`config.mk`:
```
export PLATFORM = sky130hd
export DESIGN_NAME = mdio_req_arbiter
export DESIGN_NICKNAME = d
export VERILOG_FILES = /design/src/rtl/mdio_arb_pkg.sv /design/src/rtl/rr_pick.sv /design/src/rtl/mdio_req_arbiter.sv
export SDC_FILE = /design/constraint.sdc
export NUM_CORES = 1
export LEC_CHECK = 0
export CAP_MARGIN = 20
export CORE_MARGIN = 4
export CORE_UTILIZATION = 44
export CTS_CLUSTER_DIAMETER = 60
export DETAILED_ROUTE_END_ITERATION = 10
export MAX_ROUTING_LAYER = met4
export PLACE_DENSITY = 0.87
export SYNTH_ARGS = -nofsm -noshare
export SYNTH_HDL_FRONTEND = slang
export SYNTH_SLANG_ARGS = --single-unit
```
`constraint.sdc`:
```
create_clock -name i_clk -period 2.5 [get_ports i_clk]
set_clock_uncertainty 0.15 [all_clocks]
set_input_delay 0.25 -clock i_clk [delete_from_list [all_inputs] [get_ports i_clk]]
set_output_delay 0.25 -clock i_clk [all_outputs]
set_load 0.005 [all_outputs]
```
`src/rtl/mdio_arb_pkg.sv`:
```
// Shared types and constants for the MDIO requester arbiter.
// State encoding and MDIO field widths.
package mdio_arb_pkg;

    localparam int MDIO_ADDR_W = 5;
    localparam int MDIO_DATA_W = 32;

    typedef enum logic [1:0] {
        ST_IDLE  = 2'd0,
        ST_ISSUE = 2'd1,
        ST_WAIT  = 2'd2,
        ST_DONE  = 2'd3
    } arb_state_t;

endpackage

```
`src/rtl/rr_pick.sv`:
```
// Round-robin first-set-bit finder: searches pend upward from ptr,
// wrapping at N. Purely combinational.
module rr_pick #(
    parameter int N  = 3,
    parameter int PW = $clog2(N)
) (
    input  logic [N-1:0]  pend,
    input  logic [PW-1:0] ptr,
    output logic [PW-1:0] grant,
    output logic          valid
);

    int idx;

    // Walk from farthest to nearest so the nearest hit is written last.
    always_comb begin
        grant = '0;
        valid = 1'b0;
        idx   = 0;
        for (int i = N - 1; i >= 0; i--) begin
            idx = int'(ptr) + i;
            if (idx >= N) idx = idx - N;
            if (pend[idx]) begin
                grant = PW'(idx);
                valid = 1'b1;
            end
        end
    end

endmodule

```
`src/rtl/mdio_req_arbiter.sv`:
```
// Shares one MDIO master port between NUM_REQ requesters with
// round-robin grants and a per-transaction timeout.
module mdio_req_arbiter
    import mdio_arb_pkg::*;
#(
    parameter int NUM_REQ        = 3,
    parameter int TIMEOUT_CYCLES = 4096,
    parameter int TO_W           = 13
) (
    input  logic                           i_clk,
    input  logic                           i_rst,
    input  logic [NUM_REQ-1:0]             i_req_request,
    input  logic [NUM_REQ-1:0]             i_req_rdwn,
    input  logic [MDIO_ADDR_W*NUM_REQ-1:0] i_req_addr,
    input  logic [MDIO_DATA_W*NUM_REQ-1:0] i_req_wr_data,
    output logic [NUM_REQ-1:0]             o_req_done,
    output logic [NUM_REQ-1:0]             o_req_err,
    output logic [MDIO_DATA_W-1:0]         o_req_rd_data,
    output logic [NUM_REQ-1:0]             o_req_overrun,
    output logic                           o_phy_request,
    output logic                           o_phy_rdwn,
    output logic [MDIO_ADDR_W-1:0]         o_phy_addr,
    output logic [MDIO_DATA_W-1:0]         o_phy_wr_data,
    input  logic                           i_phy_done,
    input  logic [MDIO_DATA_W-1:0]         i_phy_rd_data,
    output logic                           o_busy
);

    localparam int PW = $clog2(NUM_REQ);
    localparam logic [TO_W-1:0] TO_LAST = TO_W'(TIMEOUT_CYCLES - 1);

    arb_state_t             state;
    logic [NUM_REQ-1:0]     pend;
    logic [NUM_REQ-1:0]     slot_fin;
    logic [NUM_REQ-1:0]     slot_rdwn;
    logic [MDIO_ADDR_W-1:0] slot_addr  [NUM_REQ];
    logic [MDIO_DATA_W-1:0] slot_wdata [NUM_REQ];
    logic [PW-1:0]          ptr;
    logic [PW-1:0]          gnt;
    logic [PW-1:0]          pick;
    logic                   pick_vld;
    logic [TO_W-1:0]        to_cnt;

    rr_pick #(
        .N  (NUM_REQ),
        .PW (PW)
    ) u_pick (
        .pend  (pend),
        .ptr   (ptr),
        .grant (pick),
        .valid (pick_vld)
    );

    // A slot being retired this cycle may accept a fresh request.
    always_comb begin
        slot_fin = '0;
        if (state == ST_DONE) slot_fin[gnt] = 1'b1;
    end

    always_ff @(posedge i_clk) begin
        if (i_rst) begin
            pend          <= '0;
            slot_rdwn     <= '0;
            o_req_overrun <= '0;
            for (int k = 0; k < NUM_REQ; k++) begin
                slot_addr[k]  <= '0;
                slot_wdata[k] <= '0;
            end
        end else begin
            for (int k = 0; k < NUM_REQ; k++) begin
                o_req_overrun[k] <= 1'b0;
                if (i_req_request[k] && (!pend[k] || slot_fin[k])) begin
                    pend[k]       <= 1'b1;
                    slot_rdwn[k]  <= i_req_rdwn[k];
                    slot_addr[k]  <= i_req_addr[MDIO_ADDR_W*k +: MDIO_ADDR_W];
                    slot_wdata[k] <= i_req_wr_data[MDIO_DATA_W*k +: MDIO_DATA_W];
                end else if (i_req_request[k]) begin
                    o_req_overrun[k] <= 1'b1;
                end else if (slot_fin[k]) begin
                    pend[k] <= 1'b0;
                end
            end
        end
    end

    always_ff @(posedge i_clk) begin
        if (i_rst) begin
            state         <= ST_IDLE;
            ptr           <= '0;
            gnt           <= '0;
            to_cnt        <= '0;
            o_req_done    <= '0;
            o_req_err     <= '0;
            o_req_rd_data <= '0;
            o_phy_request <= 1'b0;
            o_phy_rdwn    <= 1'b0;
            o_phy_addr    <= '0;
            o_phy_wr_data <= '0;
            o_busy        <= 1'b0;
        end else begin
            o_phy_request <= 1'b0;
            o_req_done    <= '0;
            o_req_err     <= '0;
            unique case (state)
                ST_IDLE: begin
                    if (pick_vld) begin
                        gnt           <= pick;
                        o_phy_request <= 1'b1;
                        o_phy_rdwn    <= slot_rdwn[pick];
                        o_phy_addr    <= slot_addr[pick];
                        o_phy_wr_data <= slot_wdata[pick];
                        o_busy        <= 1'b1;
                        state         <= ST_ISSUE;
                    end
                end
                ST_ISSUE: begin
                    to_cnt <= '0;
                    state  <= ST_WAIT;
                end
                ST_WAIT: begin
                    if (i_phy_done) begin
                        o_req_rd_data   <= i_phy_rd_data;
                        o_req_done[gnt] <= 1'b1;
                        state           <= ST_DONE;
                    end else if (to_cnt == TO_LAST) begin
                        o_req_rd_data   <= '0;
                        o_req_done[gnt] <= 1'b1;
                        o_req_err[gnt]  <= 1'b1;
                        state           <= ST_DONE;
                    end else begin
                        to_cnt <= to_cnt + 1'b1;
                    end
                end
                ST_DONE: begin
                    ptr           <= (gnt == PW'(NUM_REQ - 1)) ? '0 : gnt + 1'b1;
                    o_req_rd_data <= '0;
                    o_phy_rdwn    <= 1'b0;
                    o_phy_addr    <= '0;
                    o_phy_wr_data <= '0;
                    o_busy        <= 1'b0;
                    state         <= ST_IDLE;
                end
                default: state <= ST_IDLE;
            endcase
        end
    end

endmodule

```
-- Word-level counts from Yosys, hierarchy flattened
Memories as Yosys holds them, arrays and structs flattened.
Index checks and enable logic that the tools add are counted.
- bits in registers: 106
- RAM bits: 111
- bits of input ports: 152
- output and inout bits: 81
- logic and storage cells: 164
- memories kept: 2
- memory list (memory ; words ; width ; rd ports ; clocked after Yosys merged registers in ; wr ports ; line ; text):
    slot_wdata ; 3 ; 32 ; 1 ; 0 ; 3 ; mdio_req_arbiter.sv:37 ; logic [MDIO_DATA_W-1:0] slot_wdata [NUM_REQ];
    slot_addr ; 3 ; 5 ; 1 ; 0 ; 3 ; mdio_req_arbiter.sv:36 ; logic [MDIO_ADDR_W-1:0] slot_addr [NUM_REQ];
- add/subtract/negate cells: 7
- magnitude comparators: 9
- eq/ne operators: 12
- mux-type cells: 74
- bitwise gates (word level): 8
- reductions and logical operators: 31
- operator list (cell ; count):
    two-way mux 32 bit ; 9
    one-hot mux 32 bit (2 select lines) ; 2
    < comparator 32 x 4 -> 1 bit (second input constant) ; 3
    greater-or-equal comparator 32 x 3 -> 1 bit (second input constant) ; 2
    subtractor 32 x 3 -> 32 bit (second input constant) ; 2
    two-way mux 1 bit ; 37
    two-way mux 13 bit ; 2
    one-hot mux 13 bit (2 select lines) ; 1
    two-way mux 5 bit ; 4
    two-way mux 2 bit ; 7
    AND reduction 2 bit ; 7
    adder 13 x 1 -> 13 bit (second input constant) ; 1
    equality test 13 x 12 -> 1 bit (second input constant) ; 1
    nonzero test 2 bit ; 6
    one-hot mux 5 bit (2 select lines) ; 1
    OR reduction 2 bit ; 5
    two-way mux 3 bit ; 3
    binary-select mux 1 bit (select 2 bit) ; 4
    one-hot mux 2 bit (4 select lines) ; 1
    equality test 2 bit (second input constant) ; 3
    < comparator 2 x 3 -> 1 bit (second input constant) ; 2
    inequality test 2 x 1 -> 1 bit (second input constant) ; 3
    inequality test 2 bit (second input constant) ; 3
    OR 1 bit ; 6
    17 further kinds ; 26

-- Depth between registers and ports, before layout
- word-level depth: 13
- gate-level depth with buffers: 11
- depth with buffers taken out: 8

-- Hierarchy
Synthesis repeated with hierarchy kept, for this count alone.
- cell total of the unflattened synthesis: 844
- area, all modules: 9292.7 µm²
- modules (own cells, without submodules) (module ; times used ; cells each ; area an instance (µm²) ; seq. area each (µm²)):
    mdio_req_arbiter ; 1 ; 815 ; 9069.9 ; 5455.2
    rr_pick ; 1 ; 29 ; 222.7 ; 0.0

-- Worst setup path after synthesis
No wires, ideal clock.
- kind: flip-flop to flip-flop
- start point: reg ptr[1]
- end point: reg o_phy_wr_data[5]
- arrival: 2.409 ns
- required time: 2.201 ns
- slack: -0.209 ns
- cell stages (with the launch flop): 11
- path buffers: 2
- clock period less this slack: 2.709 ns
- cells stage by stage: dfxtp_1 > inv_1 > ha_1 > buf_6 > mux2_4 > or3_4 > a41oi_4 > buf_6 > mux2_2 > a21oi_1 > o32ai_2
- word-level cells in the longest chain between the ends: 12
- elaborated cells on any way between the ends: 31
- RTL lines (element ; line ; text):
    from (decl) ; mdio_req_arbiter.sv:38 ; logic [PW-1:0] ptr;
    from (signal assigned) ; mdio_req_arbiter.sv:135 ; ptr <= (gnt == PW'(NUM_REQ - 1)) ? '0 : gnt + 1'b1;
    adder 2 x 2 -> 3 bit ; rr_pick.sv:21 ; idx = int'(ptr) + i;
    subtractor 32 x 3 -> 32 bit / greater-or-equal comparator 32 x 3 -> 1 bit (equally long branches) ; rr_pick.sv:22 ; if (idx >= N) idx = idx - N;
    two-way mux 32 bit ; rr_pick.sv:22 ;
    binary-select mux 1 bit (select 2 bit) ; rr_pick.sv:23 ; if (pend[idx]) begin
    two-way mux 1 bit (not written as such) (2 in a row) ; rr_pick.sv:23 ;
    two-way mux 2 bit (3 in a row) ; rr_pick.sv:23 ;
    memory (3 x 32 bit) ; n/a ;
    two-way mux 32 bit ; mdio_req_arbiter.sv:106 ; if (pick_vld) begin
    one-hot mux 32 bit (2 select lines) ; mdio_req_arbiter.sv:104 ; unique case (state)
    to (signal assigned) ; mdio_req_arbiter.sv:111 ; o_phy_wr_data <= slot_wdata[pick];
    to (decl) ; mdio_req_arbiter.sv:23 ; output logic [MDIO_DATA_W-1:0] o_phy_wr_data,
Parallel ways exist; a longest one is shown, timed or not. The select of a mux whose other input is x is not followed.
A chain may end at the register's enable or synchronous reset.

-- Worst setup path after layout
- start point: reg ptr[1]
- end point: reg o_phy_wr_data[17]
Same word-level chain as after synthesis.

==> impl_metrics.env <==
export IMPL_outcome="complete, but fails checks"
export IMPL_violations="setup timing"
export IMPL_stdcell_count=1383
export IMPL_clock_sinks=217
export IMPL_critPathLaunchType="register"
export IMPL_arrival_ns=2.84
export IMPL_cp_cell_sequence="inv_2 -> ha_4 -> mux2_4 -> or3_4 -> a41oi_4 -> buf_12 -> buf_12 -> mux2_4 -> a21oi_2 -> o32ai_2"
export IMPL_ys_types=47
export IMPL_synth_top_area_cell="edfxtp_1"
export IMPL_async_reset_ff_share_pct=0
export IMPL_hold_path_class="in -> reg"
export IMPL_synth_top_area_share_pct=35.3
export IMPL_maxSlewViolCount=0
export IMPL_drc=0
export IMPL_reg2reg_slack_ns=-0.12
export IMPL_rsz0062_at_grt="yes"
export IMPL_areaGrowthSynthToFinish_pct=45.3
export IMPL_insertion_delay_ns=0.50
export IMPL_slowest_stage="or3_4"
export IMPL_grt_pass1_vias=7746
export IMPL_start_util_pct=44.8
export IMPL_nFillCells=1487
export IMPL_dp_hpwl_um=18100
export IMPL_io_pins=233
export IMPL_coreArea_sq_mm=0.0211
export IMPL_final_antenna_net_count=0
export IMPL_port_buffers=232
export IMPL_crit_path_max_fanout=8
export IMPL_ys_seq_area_share_pct=57.8
export IMPL_critPathTopFamily="multiplexers"
export IMPL_p_leak_nw=4.95
export IMPL_maxCapViolCount=0
export IMPL_max_freq_mhz=382
export IMPL_fin_area_sq_mm=0.0137
export IMPL_yosysWarningCount=0
export IMPL_die_h_um=154
export IMPL_die_area_sq_mm=0.0239
export IMPL_firstDrtPassIters=5
export IMPL_setup_ws_ns=-0.116
export IMPL_hold_viol_final=0
export IMPL_syn_area_per_cell_sq_um=11.1
export IMPL_fp_dieW_um=154
export IMPL_period_share_pct=105
export IMPL_num_nets_final=1252
export IMPL_vias=7540
export IMPL_end_kind="register"
export IMPL_antenna_found_initial=1
export IMPL_synth_seq_cells=217
export IMPL_ir_drop_v=0.000468
export IMPL_cts_buffer_depth=3
export IMPL_cts_made_buffers=23
export IMPL_place_area_sq_mm=0.0125
export IMPL_drt_iter0_markers=593
export IMPL_synth_area_leaders="edfxtp_1 (35%), dfxtp_1 (22%), and2_1 (7.5%)"
export IMPL_yosysMostFrequentCell="a21oi_1"
export IMPL_synth_edf_count=111
export IMPL_clockRootBuffer="clkbuf_16"
export IMPL_critPathBufInv=3
export IMPL_path_class="reg -> reg"
export IMPL_netlist_instances=850
export IMPL_crit_required_ns=2.72
export IMPL_slowest_delay_ns=0.38
export IMPL_grt_pass1_wl_um=41900
export IMPL_synth_nets=1012
export IMPL_wire_per_inst_um=20.3
export IMPL_place_inst=1330
export IMPL_p_per_area_mw_per_mm2=849
export IMPL_total_power_mw=11.6
export IMPL_setup_viol=38
export IMPL_h_tree_depth=1
export IMPL_max_slew_margin_pct=64.5
export IMPL_grt_max_degree=59
export IMPL_gp_congestion=0.816
export IMPL_grt_ovfl_total=0
export IMPL_cts_clk_slew_worst_paths_ns=0.06
export IMPL_row_count=53
export IMPL_grt_usage_pct=22.6
export IMPL_syn_cell_area_sq_mm=0.00944
export IMPL_drive_above_1_share_pct=18.7
export IMPL_vias_per_cell=5.45
export IMPL_period_minus_slack_ns=2.62
export IMPL_wl_um=28100
export IMPL_cts_tree="yes"
export IMPL_synth_common_cells="a21oi_1 (124), and2_1 (113), edfxtp_1 (111), dfxtp_1 (106), nand2_1 (49)"
export IMPL_place_ws_ns=-0.131
export IMPL_worst_pin_slew_ns=0.519
export IMPL_synth_ff_type="edfxtp_1"
cell type report:
class / count / area [sq um] / share of cell area [%]
timing repair buffer: 279 / 2900 / 21.1
multi-input combinational: 521 / 4040 / 29.5
tap: 275 / 344 / 2.51
inverter: 48 / 180 / 1.31
sequential: 217 / 5460 / 39.8
antenna: 1 / 2.50 / 0.0182
clock buffer: 33 / 664 / 4.84
clock inverter: 9 / 125 / 0.912
report_power, final:
part | switching [mW] | leakage (nW) | internal, mW
Sequential | 0.269 | 2.05 | 4.25
Combinational | 1.79 | 2.51 | 1.83
Clock | 1.36 | 0.387 | 2.16
cell families (layout without fill, tap and decap cells):
kind of cell               Yosys count  after routing  synth area share, %
AOI/OAI and AO/OA                  184            184                 12.8
xor gates and xnor gates            10             10                0.928
adders and majority gates           10             10                 1.33
buffers and inverters              112            369                 5.00
DFF                                217            217                 57.8
muxes                               44             44                 5.23
other                                0              1                    0
and+or+nand+nor                    273            273                 16.9
tightest hold or removal path: cells and delay by family:
kind	cells	cell delay (ns)
AO/OA/AOI/OAI	1	0.06
buffers and inverters	1	0.40
AND/OR/NAND/NOR	1	0.07
path summary, 6_finish.rpt:
kind / depth (start not counted) / end / startpoint
setup / recovery: 10 / o_phy_wr_data[17] / ptr[1]
hold / removal: 3 / slot_rdwn[0] / i_req_rdwn[0]
setup reg to reg: 10 / o_phy_wr_data[17] / ptr[1]
hold reg to reg: 2 / o_req_rd_data[8] / o_req_rd_data[8]
through the flow:
step | hold slack (ns) | util [%] | setup TNS, ns
5_1_grt | 0.186 | 65.1 | -4.41
6_report | 0.183 | 65.1 | -2.60
2_1_floorplan | 0.217 | - | -0.949
4_1_cts | 0.159 | 64.5 | -2.29
3_5_place_dp | 0.293 | 59.4 | -2.82
3_3_place_gp | 0.287 | 59.4 | -0.000939
flip-flops by register name (all words and copies together) (netlist names):
register,flops
gnt,2
o_busy,1
o_phy_addr,5
o_phy_rdwn,1
o_phy_request,1
o_phy_wr_data,32
o_req_done,3
o_req_err,3
o_req_overrun,3
o_req_rd_data,32
pend,3
ptr,2
slot_addr,15
slot_rdwn,3
slot_wdata,96
state,2
to_cnt,13
routing by layer:
metal	global-route usage, %	vias to the layer above	share of wire, %
met4	9.92	0	5.0
li1	-	3480	-
met3	2.63	86	5.3
met5	-	-	0
met2	39.6	323	53
met1	26.1	3651	37
cells in the final DEF (no fill, tap or decap), types with 3 or more instances in the layout:
cell type,netlist,routed
o32ai_2,10,21
a211oi_1,3,3
nand3b_1,4,4
buf_4,0,26
nand2b_1,14,12
a21oi_2,0,31
nand4b_1,32,32
clkdlybuf4s50_1,0,231
mux2_4,1,39
xor2_1,4,4
a21oi_1,124,84
clkbuf_1,47,6
buf_6,5,3
nand2_1,49,48
inv_1,48,46
mux2i_1,4,4
bufinv_16,0,3
nor3_1,4,4
ha_1,10,7
o21ai_0,4,4
nand3_1,11,11
dfxtp_1,106,104
nor2b_1,6,6
nor2_1,28,28
clkbuf_8,0,4
clkbuf_16,0,24
o32ai_1,28,17
and2_1,113,112
xnor2_1,6,6
edfxtp_1,111,111
buf_12,0,13
a21oi_4,0,9
what timing repair did:
action | 4_1_cts | 5_1_grt
hold buffers | 1 | 0
resized for setup | 25 | 29
hold endpoints to repair | 1 | 0
buffers inserted | 6 | 1
pin swaps | 13 | 9
gates cloned | 4 | 0
setup endpoints to repair | 38 | 149
Power figures use the tool's default switching activity.
